File: src/rtl/ahb2apb_bridge.sv
// AHB-Lite slave to APB master bridge. Each accepted AHB single transfer becomes
// one APB SETUP/ACCESS sequence, with the AHB data phase stalled until it completes.
module ahb2apb_bridge #(
    parameter int AHB_AW = 32,
    parameter int APB_AW = 32,
    parameter int DW     = 32
) (
    input  logic              clk,
    input  logic              reset_n,
    input  logic              hsel,
    input  logic [AHB_AW-1:0] haddr,
    input  logic [1:0]        htrans,
    input  logic              hwrite,
    input  logic [DW-1:0]     hwdata,
    input  logic              hready_in,
    output logic              hreadyout,
    output logic [DW-1:0]     hrdata,
    output logic              hresp,
    output logic [APB_AW-1:0] paddr,
    output logic              psel,
    output logic              penable,
    output logic              pwrite,
    output logic [DW-1:0]     pwdata,
    input  logic [DW-1:0]     prdata,
    input  logic              pready,
    input  logic              pslverr
);

    typedef enum logic [2:0] {
        IDLE   = 3'd0,
        WDATA  = 3'd1,
        SETUP  = 3'd2,
        ACCESS = 3'd3,
        ERR1   = 3'd4,
        ERR2   = 3'd5
    } state_t;

    state_t state, state_nxt;
    logic   accept;
    logic   unused_htrans0;

    assign unused_htrans0 = htrans[0];

    // Upper address bits are simply dropped; the bridge does no decode.
    generate
        if (AHB_AW > APB_AW) begin : g_trunc
            logic unused_haddr_hi;
            assign unused_haddr_hi = ^haddr[AHB_AW-1:APB_AW];
        end
    endgenerate

    assign accept = hsel & hready_in & htrans[1] & ((state == IDLE) | (state == ERR2));

    always_ff @(posedge clk) begin
        if (!reset_n) state <= IDLE;
        else          state <= state_nxt;
    end

    always_comb begin
        state_nxt = state;
        hreadyout = 1'b0;
        hresp     = 1'b0;
        psel      = 1'b0;
        penable   = 1'b0;
        case (state)
            IDLE, ERR2: begin
                hreadyout = 1'b1;
                hresp     = (state == ERR2);
                if (accept) state_nxt = hwrite ? WDATA : SETUP;
                else        state_nxt = IDLE;
            end
            WDATA: state_nxt = SETUP;
            SETUP: begin
                psel      = 1'b1;
                state_nxt = ACCESS;
            end
            ACCESS: begin
                psel    = 1'b1;
                penable = 1'b1;
                if (pready) state_nxt = pslverr ? ERR1 : IDLE;
            end
            ERR1: begin
                hresp     = 1'b1;
                state_nxt = ERR2;
            end
            default: state_nxt = IDLE;
        endcase
    end

    // Address/direction are latched at accept and held for the whole APB sequence.
    always_ff @(posedge clk) begin
        if (!reset_n) begin
            paddr  <= '0;
            pwrite <= 1'b0;
            pwdata <= '0;
            hrdata <= '0;
        end else begin
            if (accept) begin
                paddr  <= haddr[APB_AW-1:0];
                pwrite <= hwrite;
            end
            if (state == WDATA) pwdata <= hwdata;
            if ((state == ACCESS) && pready && !pslverr && !pwrite) hrdata <= prdata;
        end
    end

endmodule
File: config.mk
export PLATFORM = sky130hd
export DESIGN_NAME = ahb2apb_bridge
export DESIGN_NICKNAME = d
export VERILOG_FILES = /design/src/rtl/ahb2apb_bridge.sv
export SDC_FILE = /design/constraint.sdc
export NUM_CORES = 1
export LEC_CHECK = 0
export ABC_AREA = 0
export CAP_MARGIN = 20
export CORE_MARGIN = 5
export CORE_UTILIZATION = 36
export DETAILED_ROUTE_END_ITERATION = 8
export PLACE_DENSITY = 0.74
export SLEW_MARGIN = 20
export SYNTH_ARGS = -nofsm -noshare
export SYNTH_HDL_FRONTEND = slang
export SYNTH_SLANG_ARGS = --single-unit
File: constraint.sdc
create_clock -name clk -period 1.5 [get_ports clk]
set_clock_uncertainty 0.1 [all_clocks]
set_input_delay 0.3 -clock clk [delete_from_list [all_inputs] [get_ports clk]]
set_output_delay 0.3 -clock clk [all_outputs]
set_load 0.005 [all_outputs]
==> impl_summary.log, run 1 <==
[metrics] average size of a mapped cell: 8.921 um^2
[metrics] wire length the detailed router placed on met1: 4497 um
[metrics] least setup slack across all paths after layout: -0.2024 ns
[metrics] weighted congestion at the end of routability-driven global placement: 0.7933
[metrics] proportion of power drawn by flip-flops and latches: 52.3%
[metrics] sum of internal, switching and leakage power: 5.355 mW
[metrics] clock network power share: 29.7%
[metrics] register bit count reported by yosys: 100
[metrics] crit share post-route: 113.5%
[metrics] initial antenna violation count: 0
[metrics] dpl cells: 777
[metrics] maximum fanout encountered on the critical timing path: 8
[metrics] Core Region: 10840 um^2
[metrics] Combinational Power Share: 18.0%
[metrics] unrepaired setup endpoints after global routing: yes
[metrics] cell types with the largest area share after synthesis: dfxtp_1 50%, nand2_1 18%, mux2i_1 16%
[metrics] most common library cell in the layout ignoring fill and taps: nand2_1
[metrics] cell-internal power: 3.983 mW
[metrics] met3 WL: 1332 um
[metrics] cell row count: 38
[metrics] post-DR vias/cell: 4.672
[metrics] Unique masters post-synth: 25
[metrics] first-pass GRT wire length: 19180 um
[metrics] endpoint arrival time on the critical path: 1.85 ns
[metrics] number of sinks handled by clock tree synthesis: 100
[metrics] Area growth syn-to-layout: 74.94%
[metrics] vias in the first global route: 3886
[metrics] max-capacitance violation count: 0
[metrics] power per unit of standard cell area: 771.0 nW/um^2
[metrics] estimated wirelength of the detail-placed design: 8671 um
[metrics] area share of the leading cell type in the synthesized netlist: 50.43%
[metrics] CP startpoint kind: flip-flop
[metrics] number of top-level design ports: 206
[metrics] post-synthesis cell count: 445
[metrics] H-tree levels: 3
[metrics] starting density of the core: 36.62%
[metrics] Initial DRT Pass Iterations: 4
[metrics] routed wire length on met2: 6701 um
[metrics] largest buffer count on any clock path: 2
[metrics] utilization after layout: 64.07%
[metrics] normalized max-slew margin: 77.65%
[metrics] clock-pin transition on the worst setup and hold timing paths: 0.09 ns
[metrics] Root Buffer: clkbuf_8
[metrics] # diodes: 0
[metrics] top library cells by usage in the layout, fill and taps aside: 163 x nand2_1, 102 x clkdlybuf4s50_1, 97 x dlygate4sd2_1, 63 x mux2i_1, 62 x dfxtp_1
[metrics] net switching power: 1.372 mW
[metrics] detailed-route DRC error count: 0
[metrics] count of input and output buffers: 204
[metrics] most used cell, CP: buf_6
[metrics] maximum number of pins on one net before global-route repair: 66
[metrics] Crit path largest cell delay: 0.46 ns
[metrics] count of pins over their slew limit: 0
[metrics] number of DRC markers after the initial detailed-route iteration: 129
[metrics] top layer in use: met4
[metrics] number of vias in the routed layout: 3798
[metrics] horizontal die dimension: 115.0 um
[metrics] run status: finished, violations left
[metrics] worst min path class: input port to flip-flop
[metrics] crit-path cells: buf_6, buf_4, buf_6, or3b_4, clkbuf_16, nand2_2, a21boi_1
[metrics] endpoint type of the worst setup path: flip-flop
[metrics] number of standard cells in the final layout excluding fillers: 813
[metrics] register area share after synthesis: 50.43%
[metrics] Yosys Warn Count: 0
[metrics] clock insertion delay at the later pin of the skew report: 0.36 ns
[metrics] netlist area before placement: 3970 um^2
[metrics] max frequency: 587.4 MHz
[metrics] die extent in y: 115.0 um
[metrics] total congestion overflow: 0
[metrics] Min Clock Period, post-route: 1.702 ns
[metrics] worst-case vdd ir drop: 0.4594 mV
[metrics] count of filler cells inserted in the layout: 935
[metrics] type of the setup path with the least slack: flip-flop to flip-flop
[metrics] violated checks: setup timing
[metrics] hold buffer count at CTS: 0
[metrics] transition time of the tightest slew-check pin: 0.3345 ns
[metrics] gr usage total: 18.36%
[metrics] number of clock buffers inserted by TritonCTS: 9
[metrics] detail-routed net length per standard cell: 15.66 um
[metrics] total die area: 13230 um^2
[metrics] most area-hungry cell type in the Yosys netlist: dfxtp_1
[metrics] layout net count: 773
[metrics] hold violation total from the final report: 0
[metrics] net switching fraction of the power: 25.62%
[metrics] Static Leak: 3.012 nW
[metrics] number of nets produced by synthesis: 550
[metrics] pre-CTS setup slack: -0.4190 ns
[metrics] CTS tree: yes
[metrics] number of setup violations in the final report: 101
[metrics] critical-path cell with the highest stage delay: or3b_4
[metrics] total wirelength of the detailed-routed design: 12730 um
[metrics] critical path required time: 1.65 ns
[metrics] fraction of layout instances using a drive strength above 1: 22.88%
[metrics] count of nets left with antenna violations after detail routing: 0
==> synthesized netlist by cell type, drive strengths merged <==
master    n
dfxtp   100
o21bai    2
nor3      1
a41oi     1
a21boi   32
nor4b     1
and2      1
nor2b     4
or3b      1
a31oi     1
nand2   195
nand4b    1
xor2      1
mux2i    64
buf      11
clkbuf   22
nor3b     2
nor2      2
a21o      2
a22o      1
==> layout make-up <==
| cell class | instances | area (um^2) | area share, % |
|---|---|---|---|
| timing repair buffer | 245 | 2490 | 35.85 |
| sequential | 100 | 2057 | 29.62 |
| multi-input combinational | 312 | 2044 | 29.44 |
| tap | 140 | 175.2 | 2.522 |
| clock buffer | 11 | 141.4 | 2.036 |
| clock inverter | 5 | 37.54 | 0.5404 |
==> critical path, delay by kind of cell (launching register included) <==
kind | cells | cell delay, ns
DFF | 1 | 0.35
buffers and inverters | 4 | 0.57
and+or+nand+nor | 2 | 0.53
AOI/OAI and AO/OA | 1 | 0.06
==> path summary, 6_finish.rpt <==
kind,start,cells past startpoint,slack (ns),to
setup reg to reg,state[1],7,-0.20,pwdata[14]
hold / removal,reset_n,2,0.23,state[2]
setup / recovery,state[1],7,-0.20,pwdata[14]
hold reg to reg,pwdata[22],2,0.35,pwdata[22]
==> flip-flops by register name (all words and copies together), names as in the netlist <==
register and flops:
pwrite 1, state 3, pwdata 32, paddr 32, hrdata 32
==> power by group through the flow <==
stage / logic [mW] / clock network (mW) / registers, mW
2_1_floorplan: 0.303 / 0 / 2.84
3_3_place_gp: 0.848 / 0 / 2.84
3_5_place_dp: 0.859 / 0 / 2.84
4_1_cts: 0.869 / 1.65 / 2.78
5_1_grt: 1.04 / 1.76 / 2.81
6_report: 0.966 / 1.59 / 2.80
==> stage by stage <==
step | instance area [um^2] | hold slack, ns | TNS, ns
floorplan | 3975 | 0.3348 | -0.6861
global placement | 6252 | 0.3393 | -17.67
detailed placement | 6252 | 0.3447 | -20.09
CTS | 6673 | 0.2175 | -8.039
global route | 6945 | 0.2171 | -21.17
finish | 6945 | 0.2326 | -12.03
==> routing by layer <==
layer / up-vias / GRT usage (%)
met5: - / 0
met4: 0 / 4.695
met3: 15 / 8.789
met2: 142 / 33.64
met1: 1755 / 18.70
li1: 1886 / -
==> timing repair <==
action                     CTS  global route
setup buffers               14             2
pin swaps                    1            34
gates resized for setup    170            80
setup endpoints to repair  190           102
cloned                       6             3
==> cell families after synthesis <==
group                     share of synthesized area [%]
DFF                                               50.43
and+or+nand+nor                                   21.34
buffers and inverters                             4.475
muxes                                             16.14
xor gates and xnor gates                         0.2207
AOI/OAI and AO/OA                                 7.406
No activity file was read; power rests on OpenSTA's default activity.
==> run 2: changes to the inputs <==
--- a/config.mk
+++ b/config.mk
@@ -6,11 +6,11 @@
 export NUM_CORES = 1
 export LEC_CHECK = 0
 export ABC_AREA = 0
-export CAP_MARGIN = 20
+export CAP_MARGIN = 40
 export CORE_MARGIN = 5
 export CORE_UTILIZATION = 36
 export DETAILED_ROUTE_END_ITERATION = 8
-export PLACE_DENSITY = 0.74
+export PLACE_DENSITY = 0.77
 export SLEW_MARGIN = 20
 export SYNTH_ARGS = -nofsm -noshare
 export SYNTH_HDL_FRONTEND = slang
==> impl_summary.log, run 2 (synthesis results as in run 1) <==
[metrics] run status: finished, violations left
[metrics] violated checks: setup timing
[metrics] first-pass GRT wire length: 19420 um
[metrics] hold violation total from the final report: 0
[metrics] unrepaired setup endpoints after global routing: yes
[metrics] count of pins over their slew limit: 0
[metrics] count of nets left with antenna violations after detail routing: 0
[metrics] number of DRC markers after the initial detailed-route iteration: 167
[metrics] weighted congestion at the end of routability-driven global placement: 0.8329
[metrics] Area growth syn-to-layout: 73.75%
[metrics] # diodes: 0
[metrics] total negative slack for setup checks: -8.709 ns
[metrics] Crit path largest cell delay: 0.36 ns
[metrics] clock insertion delay at the later pin of the skew report: 0.34 ns
[metrics] Static Leak: 3.007 nW
[metrics] maximum number of pins on one net before global-route repair: 66
[metrics] dpl cells: 774
[metrics] total congestion overflow: 0
[metrics] fraction of layout instances using a drive strength above 1: 20.86%
[metrics] total wirelength of the detailed-routed design: 13140 um
[metrics] normalized max-slew margin: 77.84%
[metrics] count of filler cells inserted in the layout: 908
[metrics] post-DR vias/cell: 4.714
[metrics] max-capacitance violation count: 0
[metrics] total die area: 13230 um^2
[metrics] cell row count: 38
[metrics] initial antenna violation count: 0
[metrics] hold depth: 2
[metrics] maximum fanout encountered on the critical timing path: 15
[metrics] least setup slack across all paths after layout: -0.1946 ns
[metrics] CTS tree: yes
[metrics] endpoint arrival time on the critical path: 1.88 ns
[metrics] detail-routed net length per standard cell: 16.20 um
[metrics] starting density of the core: 36.62%
[metrics] critical-path cell with the highest stage delay: dfxtp_4
[metrics] H-tree levels: 3
[metrics] sequential standard cell area: 2066 um^2
[metrics] transition time of the tightest slew-check pin: 0.3317 ns
[metrics] layout net count: 771
[metrics] number of sinks handled by clock tree synthesis: 100
[metrics] number of top-level design ports: 206
[metrics] number of setup violations in the final report: 80
[metrics] estimated wirelength of the detail-placed design: 8808 um
[metrics] number of standard cells in the final layout excluding fillers: 811
[metrics] Initial DRT Pass Iterations: 4
[metrics] vias in the first global route: 3903
[metrics] clock-pin transition on the worst setup and hold timing paths: 0.10 ns
[metrics] worst min path class: input port to flip-flop
[metrics] largest registers: hrdata (32), paddr (32), pwdata (32)
[metrics] gr usage total: 18.43%
[metrics] crit-path cells: buf_6, nand4b_1, buf_4, nor2_4, clkbuf_16, mux2i_1
[metrics] type of the setup path with the least slack: flip-flop to flip-flop
[metrics] horizontal die dimension: 115.0 um
[metrics] die extent in y: 115.0 um
[metrics] cells on worst reg2reg path: 6
[metrics] number of clock buffers inserted by TritonCTS: 9
[metrics] largest buffer count on any clock path: 2
[metrics] slack of the worst reg-to-reg path: -0.19 ns
[metrics] post-route cell area: 6898 um^2
[metrics] critical path required time: 1.68 ns
[metrics] most common library cell in the layout ignoring fill and taps: nand2_1
[metrics] crit share post-route: 113.0%
[metrics] worst-case vdd ir drop: 0.5112 mV
[metrics] CP startpoint kind: flip-flop
[metrics] Core Region: 10840 um^2
[metrics] Min Clock Period, post-route: 1.695 ns
[metrics] count of input and output buffers: 204
[metrics] detailed-route DRC error count: 0
[metrics] endpoint type of the worst setup path: flip-flop
[metrics] Root Buffer: clkbuf_8
[metrics] number of vias in the routed layout: 3823
[metrics] power per unit of standard cell area: 769.7 nW/um^2
[metrics] top library cells by usage in the layout, fill and taps aside: 180 x nand2_1, 102 x clkdlybuf4s50_1, 96 x dlygate4sd2_1, 62 x mux2i_1, 55 x dfxtp_1
[metrics] area of combinational cells with multiple inputs: 1973 um^2
[metrics] placed standard-cell area: 6242 um^2
[metrics] max frequency: 590.1 MHz
run 2: layer usage:
| layer | wire length, um | track usage (%) | up-vias |
|---|---|---|---|
| li1 | - | - | 1887 |
| met1 | 5152 | 20.74 | 1769 |
| met2 | 6619 | 33.37 | 149 |
| met3 | 1153 | 6.053 | 18 |
| met4 | 216 | 4.851 | 0 |
| met5 | 0 | 0 | - |
run 2: critical path: cells and delay by family, from the launching register on:
kind | cells | cell delay, ns
buffers and inverters | 3 | 0.55
flip-flops | 1 | 0.36
multiplexers | 1 | 0.20
AND/OR/NAND/NOR | 2 | 0.41
run 2: final cells by class:
| class | instances | share of cell area (%) |
|---|---|---|
| well taps | 140 | 2.539 |
| clock inverters | 5 | 0.5442 |
| repair buffers | 243 | 36.46 |
| multi-input cells | 312 | 28.61 |
| flip-flops and latches | 100 | 29.95 |
| clock buffers | 11 | 1.905 |
run 2: path summary, 6_finish.rpt:
| path | to | from |
|---|---|---|
| max | paddr[29] | state[1] |
| min | state[1] | reset_n |
| max reg2reg | paddr[29] | state[1] |
| min reg2reg | pwdata[10] | pwdata[10] |
run 2: power by group:
group | total [mW] | switching, mW | internal (mW)
clock | 1.54 | 0.927 | 0.612
sequential | 2.80 | 0.0570 | 2.74
combinational | 0.972 | 0.374 | 0.597
run 2: repair_timing:
| action | 4_1_cts | 5_1_grt |
|---|---|---|
| pin swaps | 2 | 28 |
| buffers inserted | 10 | 7 |
| hold buffers | 0 | 0 |
| resized for setup | 171 | 55 |
| cloned | 6 | 3 |
| setup endpoints to repair | 195 | 89 |
run 2: stage by stage:
stage               utilization, %  power [mW]  hold WS, ns  worst slack (ns)
finish                       63.63       5.309       0.1988           -0.1946
global route                 63.63       5.552       0.1992           -0.2646
CTS                          61.10       5.243       0.1860           -0.2089
detailed placement           57.58       3.706       0.3439           -0.4520
global placement             57.58       3.685       0.3391           -0.4107
floorplan                        -       3.147       0.3348          -0.02287
==> patch: new RTL, settings of run 2 <==
Encoding of `state_t`: now one-hot (6 bits for 6 states).
--- a/src/rtl/ahb2apb_bridge.sv
+++ b/src/rtl/ahb2apb_bridge.sv
@@ -26,13 +26,13 @@
     input  logic              pslverr
 );
 
-    typedef enum logic [2:0] {
-        IDLE   = 3'd0,
-        WDATA  = 3'd1,
-        SETUP  = 3'd2,
-        ACCESS = 3'd3,
-        ERR1   = 3'd4,
-        ERR2   = 3'd5
+    typedef enum logic [5:0] {
+        IDLE   = 6'b000001,
+        WDATA  = 6'b000010,
+        SETUP  = 6'b000100,
+        ACCESS = 6'b001000,
+        ERR1   = 6'b010000,
+        ERR2   = 6'b100000
     } state_t;
 
     state_t state, state_nxt;
Check against the original RTL: no difference found for any inputs over 10 cycles, from zero or initial values and one cycle with reset_n low; not proved beyond that.
==> patch against run 2 <==
  * Routed wire length rose by 4.9%
  * Sequential cell count is 3 higher
  * The flow still finishes with violations (negative setup slack)
  * Highest routed layer unchanged
  * Total power decreased by 3.4%
  * Final cell count grew 4.2%
  * Area after synthesis is 4.9% lower
  * Worst setup slack worse by 0.24 ns
  * Critical endpoint is now paddr[21]
  * Final area grew 4.2%
  * Via count is 8.4% higher
==> patch: results (changes against run 2) <==
stage	metric	value	unit	change
global_routing	grt_max_degree	33		-50%
yosys	synthCells	471		+5.8%
drt	drt_iter0_markers	257		+54%
global_routing	grtUsageTotal	19.4	%	+0.97 points
drt	viasPerCell	4.91		+4.1%
drt	drtPass1Iterations	6		+2
cts	clock_latency	0.36	ns	+0.02 ns
timing	tns	-31.67	ns	-22.96 ns
cells_and_area	stdcell_area	0.00719	mm2	+4.2%
outcome	violations	negative setup slack		
yosys	syn_nets	576		+4.7%
outcome	status	complete, but fails checks		
worst_setup_path	arrival	2.06	ns	+0.18 ns
yosys	synth.distinct_cells	27		+8.0%
pwr	p_leak	3.07	nW	+2.1%
cells_and_area	final_nets	809		+4.9%
timing	finalSetupViolCount	105		+31%
placement	placed_cell_area	0.00612	mm2	-1.9%
hold_path	hold_class	flip-flop to flip-flop		
pwr	ir_drop	410	uV	-20%
placement	place_ws	-0.445	ns	+0.00689 ns
placement	gp_congestion	0.803		-3.6%
yosys	yosys-top-cells-count	nand2_1, dfxtp_1, a21oi_1		
global_routing	grt_pass1_wl	20.1	mm	+3.4%
timing	fin_ws	-0.433	ns	-0.238 ns
drt	num_vias	4145		+8.4%
drt	wl	13.8	mm	+4.9%
placement	io_buffer_count	204		unchanged
yosys	synthTopCellsByArea	dfxtp_1, nand2_1, a21oi_1, a21boi_1, buf_6		
cells_and_area	drive_above_1_share	34.3	%	+13 points
worst_setup_path	cp_slowest_stage_delay	0.55	ns	+0.19 ns
placement	hpwl	8.94	mm	+1.5%
cells_and_area	fillCellCount	814		-10%
worst_setup_path	critPathSlowestCell	or4_4		
worst_setup_path	cp_top_family	simple AND/OR/NAND/NOR gates		
patch: cell count changes after synthesis, sizes merged, moves of 4 or more:
cell,delta
nand3,+4
clkbuf,-5
nor2b,-4
nand2b,+6
a21boi,-12
o21ai,+6
nor2,+7
mux2i,-64
a21oi,+80
patch: tightest hold or removal path, cell delays in order (launching register included):
cell	delay (ns)
dfxtp_1	0.32
nand2_1	0.05
a21oi_1	0.05
patch: worst paths after layout:
kind | end | slack, ns | from | cells after the start
worst max register to register | paddr[21] | -0.43 | state[3] | 6
worst min-delay path | pwdata[1] | 0.36 | pwdata[1] | 2
worst min register to register | pwdata[1] | 0.36 | pwdata[1] | 2
worst max-delay path | paddr[21] | -0.43 | state[3] | 6
patch: report_power, final:
group,switching [W],internal [W]
logic,0.000238,0.000388
registers,0.0000222,0.00277
clock network,0.000898,0.000812
patch: cell type report:
class                           instances  area share (%)
Timing Repair Buffer                  253            35.0
Clock inverter                          4           0.627
Multi-Input combinational cell        335            30.6
Sequential cell                       103            29.3
Tap cell                              136            2.37
Clock buffer                           12            2.02
Inverter                                2           0.104
patch: layer usage:
metal,up-vias,routed length [um],GRT usage (%)
met3,16,1020,5.50
met5,-,0,0
met1,1994,5200,21.3
met2,134,7360,35.8
li1,2001,-,-
met4,0,213,6.33
patch: logic make-up after synthesis:
family / synth area share (%)
buffers and inverters: 4.74
XOR/XNOR: 0.464
AO/OA/AOI/OAI: 15.8
AND/OR/NAND/NOR: 24.3
flip-flops: 54.6
patch: what timing repair did:
action	4_1_cts	5_1_grt
gates cloned	4	6
pin swaps	33	89
buffers inserted	10	3
endpoints found under the setup margin	201	106
gates resized for setup	194	160
